### src/rtl/ctx_arith_pkg.sv
// Shared types and helpers for the ctx_arith_pipe block.
// Saturating helpers are only referenced when CTX_ARITH_SAT_EN is defined.
package ctx_arith_pkg;

    typedef enum logic [1:0] {
        IDLE = 2'd0,
        DIV  = 2'd1,
        OUT  = 2'd2
    } ctx_state_t;

    // Widest operand the generic helpers support (products need 2*w bits of 64).
    localparam int MAX_W = 32;

    // Quotient reported for a zero divisor: all ones at any width up to MAX_W.
    localparam logic [MAX_W-1:0] DZ_QUOT = '1;

    // Largest unsigned value representable in w bits.
    function automatic logic [63:0] max_of(input int w);
        return (64'd1 << w) - 64'd1;
    endfunction

    // Unsigned add clamped to w bits.
    function automatic logic [63:0] sat_add(input logic [63:0] a, input logic [63:0] b,
                                            input int w);
        logic [63:0] s;
        s = a + b;
        return (s > max_of(w)) ? max_of(w) : s;
    endfunction

    // Unsigned subtract clamped at zero.
    function automatic logic [63:0] sat_sub(input logic [63:0] a, input logic [63:0] b,
                                            input int w);
        logic [63:0] d;
        d = (a > b) ? (a - b) : 64'd0;
        return (d > max_of(w)) ? max_of(w) : d;
    endfunction

    // Unsigned multiply clamped to w bits (operands must fit in MAX_W bits).
    function automatic logic [63:0] sat_mul(input logic [63:0] a, input logic [63:0] b,
                                            input int w);
        logic [63:0] p;
        p = a * b;
        return (p > max_of(w)) ? max_of(w) : p;
    endfunction

endpackage

### src/rtl/ctx_serial_div.sv
// Restoring serial divider: one quotient bit per cycle, W cycles after start.
// done_o is high during the final step and quotient_o carries that step's
// result combinationally, so the caller can consume it on the same edge.
module ctx_serial_div
    import ctx_arith_pkg::*;
#(
    parameter int W = 8
) (
    input  logic         clk_i,
    input  logic         rst_ni,
    input  logic         start_i,
    input  logic [W-1:0] dividend_i,
    input  logic [W-1:0] divisor_i,
    output logic         busy_o,
    output logic         done_o,
    output logic [W-1:0] quotient_o
);

    localparam int CW = $clog2(W + 1);

    logic [W-1:0]  rem_q, rem_d, quo_q, quo_d, dvs_q, dvs_d;
    logic [CW-1:0] cnt_q, cnt_d;
    logic          busy_q, busy_d;

    logic [W:0]    shifted;
    logic          ge;
    logic [W-1:0]  rem_step, quo_step;

    // One restoring step: shift in the next dividend bit, subtract if it fits.
    always_comb begin
        shifted  = {rem_q, quo_q[W-1]};
        ge       = (shifted >= {1'b0, dvs_q});
        rem_step = W'(ge ? (shifted - {1'b0, dvs_q}) : shifted);
        quo_step = {quo_q[W-2:0], ge};
    end

    // Load on start, then iterate until the step counter runs out.
    always_comb begin
        rem_d  = rem_q;
        quo_d  = quo_q;
        dvs_d  = dvs_q;
        cnt_d  = cnt_q;
        busy_d = busy_q;
        if (start_i) begin
            rem_d  = '0;
            quo_d  = dividend_i;
            dvs_d  = divisor_i;
            cnt_d  = CW'(W);
            busy_d = 1'b1;
        end else if (busy_q) begin
            rem_d = rem_step;
            quo_d = quo_step;
            cnt_d = cnt_q - CW'(1);
            if (cnt_q == CW'(1)) busy_d = 1'b0;
        end
    end

    // Divider state registers.
    always_ff @(posedge clk_i or negedge rst_ni) begin
        if (!rst_ni) begin
            rem_q  <= '0;
            quo_q  <= '0;
            dvs_q  <= '0;
            cnt_q  <= '0;
            busy_q <= 1'b0;
        end else begin
            rem_q  <= rem_d;
            quo_q  <= quo_d;
            dvs_q  <= dvs_d;
            cnt_q  <= cnt_d;
            busy_q <= busy_d;
        end
    end

    assign busy_o     = busy_q;
    assign done_o     = busy_q && (cnt_q == CW'(1));
    // The restoring loop already yields all ones for a zero divisor; force it
    // anyway so the convention does not hinge on the step arithmetic.
    assign quotient_o = (dvs_q == '0) ? DZ_QUOT[W-1:0] : quo_step;

endmodule

### src/rtl/ctx_arith_pipe.sv
// Clocked difference / quotient-accumulate / product context unit.
// Per operand pair: C = A-B, D += A/B, XOUT = C + (A*B)[W-1:0].
// Define CTX_ARITH_SAT_EN for saturating arithmetic instead of modular wrap.
module ctx_arith_pipe
    import ctx_arith_pkg::*;
#(
    parameter int W      = 8,
    parameter int DACC_W = W
) (
    input  logic              clk_i,
    input  logic              rst_ni,
    input  logic              in_valid_i,
    output logic              in_ready_o,
    input  logic [W-1:0]      a_i,
    input  logic [W-1:0]      b_i,
    input  logic              clr_i,
    output logic              out_valid_o,
    input  logic              out_ready_i,
    output logic [W-1:0]      xout_o,
    output logic [W-1:0]      c_out_o,
    output logic [DACC_W-1:0] d_out_o,
    output logic              dz_o
);

    ctx_state_t        state_q, state_d;
    logic              init_q;
    logic              start_q, start_d;
    logic [W-1:0]      a_q, a_d, b_q, b_d, c_q, c_d, xout_q, xout_d;
    logic              dz_q, dz_d;
    logic [DACC_W-1:0] acc_q, acc_d, dout_q, dout_d;

    logic              div_busy, div_done;
    logic [W-1:0]      quot;
    logic [W-1:0]      c_new, x_new;
    logic [DACC_W-1:0] acc_base, acc_next;

    ctx_serial_div #(.W(W)) u_div (
        .clk_i      (clk_i),
        .rst_ni     (rst_ni),
        .start_i    (start_q),
        .dividend_i (a_q),
        .divisor_i  (b_q),
        .busy_o     (div_busy),
        .done_o     (div_done),
        .quotient_o (quot)
    );

    // Result arithmetic: C from the live operands at transfer, XOUT and the
    // accumulator from the latched operands at the end of the division.
    always_comb begin
        acc_base = clr_i ? '0 : acc_q;
`ifdef CTX_ARITH_SAT_EN
        c_new    = W'(sat_sub(64'(a_i), 64'(b_i), W));
        x_new    = W'(sat_add(64'(c_q), sat_mul(64'(a_q), 64'(b_q), W), W));
        acc_next = DACC_W'(sat_add(64'(acc_base), 64'(quot), DACC_W));
`else
        c_new    = a_i - b_i;
        x_new    = c_q + a_q * b_q;
        acc_next = acc_base + DACC_W'(quot);
`endif
    end

    // FSM next state plus operand/result register updates.
    always_comb begin
        state_d = state_q;
        start_d = 1'b0;
        a_d     = a_q;
        b_d     = b_q;
        c_d     = c_q;
        xout_d  = xout_q;
        dz_d    = dz_q;
        dout_d  = dout_q;
        // Clear only touches the live accumulator, never the held D_OUT.
        acc_d   = clr_i ? '0 : acc_q;
        unique case (state_q)
            IDLE: begin
                if (in_valid_i && in_ready_o) begin
                    a_d     = a_i;
                    b_d     = b_i;
                    c_d     = c_new;
                    start_d = 1'b1;
                    state_d = DIV;
                end
            end
            DIV: begin
                if (div_busy && div_done) begin
                    acc_d   = acc_next;
                    dout_d  = acc_next;
                    xout_d  = x_new;
                    dz_d    = (b_q == '0);
                    state_d = OUT;
                end
            end
            OUT: begin
                if (out_ready_i) state_d = IDLE;
            end
            default: state_d = IDLE;
        endcase
    end

    // State and datapath registers; reset aborts any operation in flight.
    always_ff @(posedge clk_i or negedge rst_ni) begin
        if (!rst_ni) begin
            state_q <= IDLE;
            init_q  <= 1'b0;
            start_q <= 1'b0;
            a_q     <= '0;
            b_q     <= '0;
            c_q     <= '0;
            xout_q  <= '0;
            dz_q    <= 1'b0;
            acc_q   <= '0;
            dout_q  <= '0;
        end else begin
            state_q <= state_d;
            init_q  <= 1'b1;
            start_q <= start_d;
            a_q     <= a_d;
            b_q     <= b_d;
            c_q     <= c_d;
            xout_q  <= xout_d;
            dz_q    <= dz_d;
            acc_q   <= acc_d;
            dout_q  <= dout_d;
        end
    end

    // Ready waits one clock after reset release so IN_READY is low in reset.
    assign in_ready_o  = (state_q == IDLE) && init_q;
    assign out_valid_o = (state_q == OUT);
    assign xout_o      = xout_q;
    assign c_out_o     = c_q;
    assign d_out_o     = dout_q;
    assign dz_o        = dz_q;

endmodule

### config.mk
export PLATFORM = sky130hd
export DESIGN_NAME = ctx_arith_pipe
export DESIGN_NICKNAME = d
export VERILOG_FILES = /design/src/rtl/ctx_arith_pkg.sv /design/src/rtl/ctx_serial_div.sv /design/src/rtl/ctx_arith_pipe.sv
export SDC_FILE = /design/constraint.sdc
export NUM_CORES = 1
export LEC_CHECK = 0
export ABC_AREA = 1
export CAP_MARGIN = 15
export CORE_ASPECT_RATIO = 1.75
export CORE_MARGIN = 3
export CORE_UTILIZATION = 55
export CTS_CLUSTER_SIZE = 20
export DETAILED_ROUTE_END_ITERATION = 10
export PLACE_DENSITY = 0.77
export SLEW_MARGIN = 20
export SYNTH_ARGS = -nofsm -noshare
export SYNTH_HDL_FRONTEND = slang
export SYNTH_SLANG_ARGS = --single-unit
### constraint.sdc
create_clock -name clk_i -period 5.3 [get_ports clk_i]
set_input_delay 1.06 -clock clk_i [delete_from_list [all_inputs] [get_ports clk_i]]
set_output_delay 1.06 -clock clk_i [all_outputs]
set_load 0.05 [all_outputs]
==> impl_metrics.yaml, run 1 <==
critical_path:
  reg2regPathDepth: 19
  endpoint_kind: "flop"
  cp.arrival_ns: 4.34
  cp-start-kind: "flop"
  crit_path_max_fanout: 11
  cp.required_ns: 5.53
  r2r-end: "xout_o[7]$_DFFE_PN0P_"
  reg2reg_slack_ns: 1.19
  r2r_start: "b_q[1]$_DFFE_PN0P_"
  critPathKind: "flop to flop"
synthesis:
  syn_area_per_cell_sq_um: 7.80
  syn-cell-area_sq_um: 5480
  synth_fp_nets: 786
  yosysSeqAreaShare: 0.374
  synth_edf_count: 0
  synth_seq_cells: 82
  synth_ff_type: "dfrtp_1"
  syn_inst: 703
  synth-async-reset-ratio: 1.00
  synth_cell_types: 40
  yosys_warnings: 0
global_routing:
  grt_overflow: 0
  grt_pass1_vias: 4703
  grt_usage: 0.237
  grt_max_degree: 83
  antenna_found_initial: 0
  grt_pass1_wl_um: 21100
cts:
  cts_tree: "done"
  cts_root_buf: "clkbuf_16"
  htree_levels: 3
  cts_buffers: 9
  ctsHoldBuffers: 0
  post_cts_buffers: 0
  clk_pin_slew_ns: 0.06
  cts_resized: 0
  clk_latency_ns: 0.33
  cts_buffer_depth: 2
  cts_sinks: 82
timing:
  setup_viol: 0
  worst_pin_slew_ns: 1.02
  rsz0062_at_grt: "false"
  tns_ns: 0
  slew_viol_final: 0
  period_share: 0.776
  clock_skew_ns: 0.00481
  finalCriticalPeriod_ns: 4.11
  max_freq_ghz: 0.243
  slew_headroom: 0.314
  finalHoldViolCount: 0
floorplan:
  num_rows: 47
  ioPinCount: 48
  start_util: 0.572
  die_y_um: 138
  chipWidth_um: 81.5
  core-area_sq_um: 9590
  dieArea_sq_um: 11200
route:
  drt-vias-per-instance: 5.17
  wirelength_um: 12100
  ant_nets: 0
  drc: 0
  drt_first_pass_iters: 6
  wl_per_cell_um: 14.0
  via_count: 4486
  drtIter0Drc: 238
placement:
  gp_congestion: 0.899
  portBuffers: 47
  dp.cells: 851
  dp_hpwl_um: 9190
run:
  max_cap_viol_count: 0
final_layout:
  fin_cells: 867
  synthToLayoutAreaGrowth_pct: 15.1
  drive_above_1_share: 0.0497
  num-nets-final: 823
  diodes: 0
worst_hold_path:
  hold_class: "flop to flop"
  worstHoldEndpoint: "d_out_o[2]$_DFFE_PN0P_"
  min-delay-start: "d_out_o[2]$_DFFE_PN0P_"
  hold_depth: 2
status:
  status: "completed"
==> Yosys cell counts (9+ instances only) <==
cell      number  area, sq um
buf_2         11         55.1
a21oi_1       24          120
clkbuf_1       9         33.8
nand2_1      226          848
o22ai_1        9         56.3
ha_1          41          513
fa_1          21          420
xor2_1        13          114
inv_1        128          480
o21ai_0       32          160
nand3_1       28          140
nor2_1        19         71.3
dfrtp_1       82         2050
o21ai_1       12         60.1
==> registers in the layout, summed over array words and instances (netlist names) <==
signal and flops:
u_div.quo_q 8, c_out_o 8, u_div.busy_o 1, init_q 1, u_div.cnt_q 4, u_div.dvs_q 8, b_q 8, start_q 1
xout_o 8, acc_q 8, a_q 8, dz_o 1, state_q 2, u_div.rem_q 8, d_out_o 8
==> how the worst max path moves through the flow <==
stage	startpoint	end	slack [ns]	cells past startpoint
after detailed placement	b_q[1]$_DFFE_PN0P_	xout_o[7]$_DFFE_PN0P_	1.22	19
after CTS	b_q[1]$_DFFE_PN0P_	xout_o[7]$_DFFE_PN0P_	1.21	19
final	b_q[1]$_DFFE_PN0P_	xout_o[7]$_DFFE_PN0P_	1.19	19
after floorplan	c_out_o[6]$_DFFE_PN0P_	xout_o[7]$_DFFE_PN0P_	1.33	19
after global placement	b_q[1]$_DFFE_PN0P_	xout_o[7]$_DFFE_PN0P_	1.33	19
after global routing	b_q[1]$_DFFE_PN0P_	xout_o[7]$_DFFE_PN0P_	0.89	20
==> kinds of logic (layout without fill, tap and decap cells) <==
kind of cell / count (synthesis) / after routing / share of synthesized area
buf+inv: 153 / 195 / 0.109
flops: 82 / 82 / 0.374
simple gates: 298 / 298 / 0.227
compound gates: 88 / 88 / 0.0879
other cells: 1 / 1 / 0.000684
xor+xnor: 19 / 19 / 0.0304
fa+ha+maj: 62 / 62 / 0.170
==> worst max-delay path: stages, from the launching register on <==
cell	delay (ns)
dfrtp_1	0.56
nand2_1	0.13
fa_1	0.51
inv_1	0.05
fa_1	0.50
inv_1	0.05
fa_1	0.49
fa_1	0.55
inv_1	0.04
ha_1	0.28
inv_1	0.10
o21bai_1	0.09
nor2_1	0.15
nand3_1	0.11
nand2_1	0.08
nand2_1	0.06
nand2_1	0.07
nand2_1	0.06
nand3_1	0.07
nand2_1	0.05
==> final cells by class <==
class	count	area (sq um)
clock inverters	5	52.6
multi-input cells	468	2830
repair buffers	48	479
clock buffers	11	253
well taps	122	153
flip-flops and latches	82	2050
fillers	817	3280
inverters	131	492
==> layer usage <==
| metal | track usage | vias up | wire length, um |
|---|---|---|---|
| met1 | 0.268 | 2112 | 4670 |
| met2 | 0.439 | 100 | 6770 |
| met5 | 0 | - | 0 |
| li1 | - | 2249 | - |
| met3 | 0.0280 | 25 | 393 |
| met4 | 0.0882 | 0 | 309 |
==> per-stage QoR <==
step / setup WS, ns / cell area [sq um] / hold WS (ns) / utilization
after global placement: 1.33 / 6000 / 0.454 / 0.626
after CTS: 1.21 / 6310 / 0.474 / 0.658
after detailed placement: 1.22 / 6000 / 0.459 / 0.626
after floorplan: 1.33 / 5480 / 0.449 / -
final: 1.19 / 6310 / 0.470 / 0.658
after global routing: 0.892 / 6310 / 0.503 / 0.658
==> cell usage in the layout, fill, tap and decap left out, types with 2 or more instances in the layout <==
cell             instances
a21oi_1                 24
clkbuf_16                9
clkbuf_8                 2
clkdlybuf4s50_1         46
clkinv_2                 3
dfrtp_1                 82
fa_1                    21
ha_1                    41
inv_1                  128
inv_2                    3
nand2_1                226
nand2_2                  6
nand3_1                 28
nand3_2                  2
nand3b_1                 2
nand4_1                  4
nor2_1                  19
nor3_1                   2
nor4_1                   2
o211ai_1                 2
o21ai_0                 32
o21ai_1                 12
o21bai_1                 2
o22ai_1                  9
or2_2                    2
xnor2_1                  6
xor2_1                  13
Power of run 1 is not shown: default switching activity piles up to over one toggle a cycle in this logic, so the estimate is an artifact.
==> inputs of run 2 (changes only) <==
==> constraint.sdc (replaced) <==
create_clock -name clk_i -period 3.8 [get_ports clk_i]
set_input_delay 0.76 -clock clk_i [delete_from_list [all_inputs] [get_ports clk_i]]
set_output_delay 0.76 -clock clk_i [all_outputs]
set_load 0.05 [all_outputs]
==> impl_metrics.yaml, run 2 (synthesis gave the netlist of run 1 again) <==
timing:
  rsz0062_at_grt: "true"
  tns_ns: 0
  setup_viol: 0
  holdWs_ns: 0.458
  finalCriticalPeriod_ns: 3.68
  slew_viol_final: 0
  slew_headroom: 0.437
  period_share: 0.969
  clock_skew_ns: 0.00647
  max_freq_ghz: 0.272
  worst_pin_slew_ns: 0.842
  finalHoldViolCount: 0
critical_path:
  cp.arrival_ns: 3.90
  r2r_start: "b_q[1]$_DFFE_PN0P_"
  r2r-end: "xout_o[7]$_DFFE_PN0P_"
  endpoint_kind: "flop"
  cpMostUsedCell: "nand2_1"
  cp.required_ns: 4.02
  reg2regPathDepth: 19
  crit_chain: "buf_6 -> nand2_1 -> fa_1 -> inv_1 -> fa_1 -> ha_1 -> fa_1 -> ha_4 -> inv_1 -> nor3_2 -> nor2_1 -> inv_1 -> nand2_1 -> nand2_1 -> nand2_2 -> nand2_1 -> nand2_1 -> nand3_1 -> nand2_1"
  crit_path_max_fanout: 5
  critical_path.max_stage_delay_ns: 0.56
  crit_buf_inv: 4
  cp-start-kind: "flop"
  critPathSlowestCell: "fa_1"
  path_delay_family: "adder cells"
  critPathKind: "flop to flop"
  reg2reg_slack_ns: 0.12
final_layout:
  final_util: 0.689
  num-nets-final: 851
  drive_above_1_share: 0.103
  multiInputGateArea_sq_um: 2870
  mostFrequentLayoutCell: "nand2_1"
  regArea_sq_um: 2060
  layout_common_cells: "nand2_1, inv_1, dfrtp_1"
  synthToLayoutAreaGrowth_pct: 20.5
  fill_cells: 760
  diodes: 0
floorplan:
  num_rows: 47
  start_util: 0.572
  ioPinCount: 48
  dieArea_sq_um: 11200
  chipWidth_um: 81.5
  core-area_sq_um: 9590
  die_y_um: 138
cts:
  cts_buffer_depth: 2
  cts_sinks: 82
  ctsHoldBuffers: 0
  cts_root_buf: "clkbuf_16"
  cts_buffers: 9
  cts_tree: "done"
  clk_latency_ns: 0.34
  clk_pin_slew_ns: 0.06
  htree_levels: 3
route:
  wirelength_um: 12900
  drt_first_pass_iters: 4
  via_count: 4718
  ant_nets: 0
  drt-vias-per-instance: 5.27
  wl_per_cell_um: 14.4
  drc: 0
  drtIter0Drc: 287
placement:
  dp_hpwl_um: 9570
  gp_congestion: 0.876
  portBuffers: 47
global_routing:
  grt_usage: 0.246
  grt_use_met2: 0.442
  grt_pass1_wl_um: 21600
  grt.busiest_layer: "met2"
  grt_util_met1: 0.269
  grt_pass1_vias: 4854
  grt_max_degree: 83
  antenna_found_initial: 0
  grt_use_met3: 0.0339
  grt_overflow: 0
status:
  status: "completed"
worst_hold_path:
  hold_class: "primary input to async pin"
run:
  max_cap_viol_count: 0
[run 2: changes by cell type in the layout (fill, tap and decap cells not counted), sizes merged]
cell,before,now
clkinvlp,1,0
clkbuf,11,13
buf,2,29
[run 2: worst max path at each step]
stage | startpoint | to | cells after the start
floorplan | c_out_o[6]$_DFFE_PN0P_ | xout_o[7]$_DFFE_PN0P_ | 19
global placement | a_q[3]$_DFFE_PN0P_ | xout_o[7]$_DFFE_PN0P_ | 19
detailed placement | a_q[3]$_DFFE_PN0P_ | xout_o[7]$_DFFE_PN0P_ | 19
CTS | b_q[0]$_DFFE_PN0P_ | xout_o[7]$_DFFE_PN0P_ | 19
global route | b_q[1]$_DFFE_PN0P_ | xout_o[7]$_DFFE_PN0P_ | 19
finish | b_q[1]$_DFFE_PN0P_ | xout_o[7]$_DFFE_PN0P_ | 19
[run 2: layout make-up]
cell class,instances,area share
timing repair buffer,76,0.108
sequential,82,0.312
tap,122,0.0231
clock inverter,4,0.00739
multi-input combinational,468,0.435
clock buffer,12,0.0404
inverter,131,0.0749
[run 2: routing by layer]
| metal | vias up | routed length, um |
|---|---|---|
| met5 | - | 0 |
| met4 | 0 | 548 |
| met3 | 41 | 384 |
| met2 | 112 | 7140 |
| met1 | 2265 | 4830 |
| li1 | 2300 | - |
[run 2: metrics by stage]
step / cells / area (sq um) / setup WS (ns)
2_1_floorplan: 703 / 5490 / 0.00687
3_3_place_gp: 868 / 6140 / 0.0527
3_5_place_dp: 868 / 6140 / -0.0569
4_1_cts: 886 / 6480 / 0.00523
5_1_grt: 895 / 6600 / -0.0796
6_report: 895 / 6600 / 0.119
[run 2: timing repair]
action,CTS,global route
endpoints found under the setup margin,1,1
buffers inserted,2,8
gates resized for setup,3,14
pin swaps,2,17
cloned,0,1
endpoints found under the hold margin,0,0
Power of run 2 is left out for the same reason.
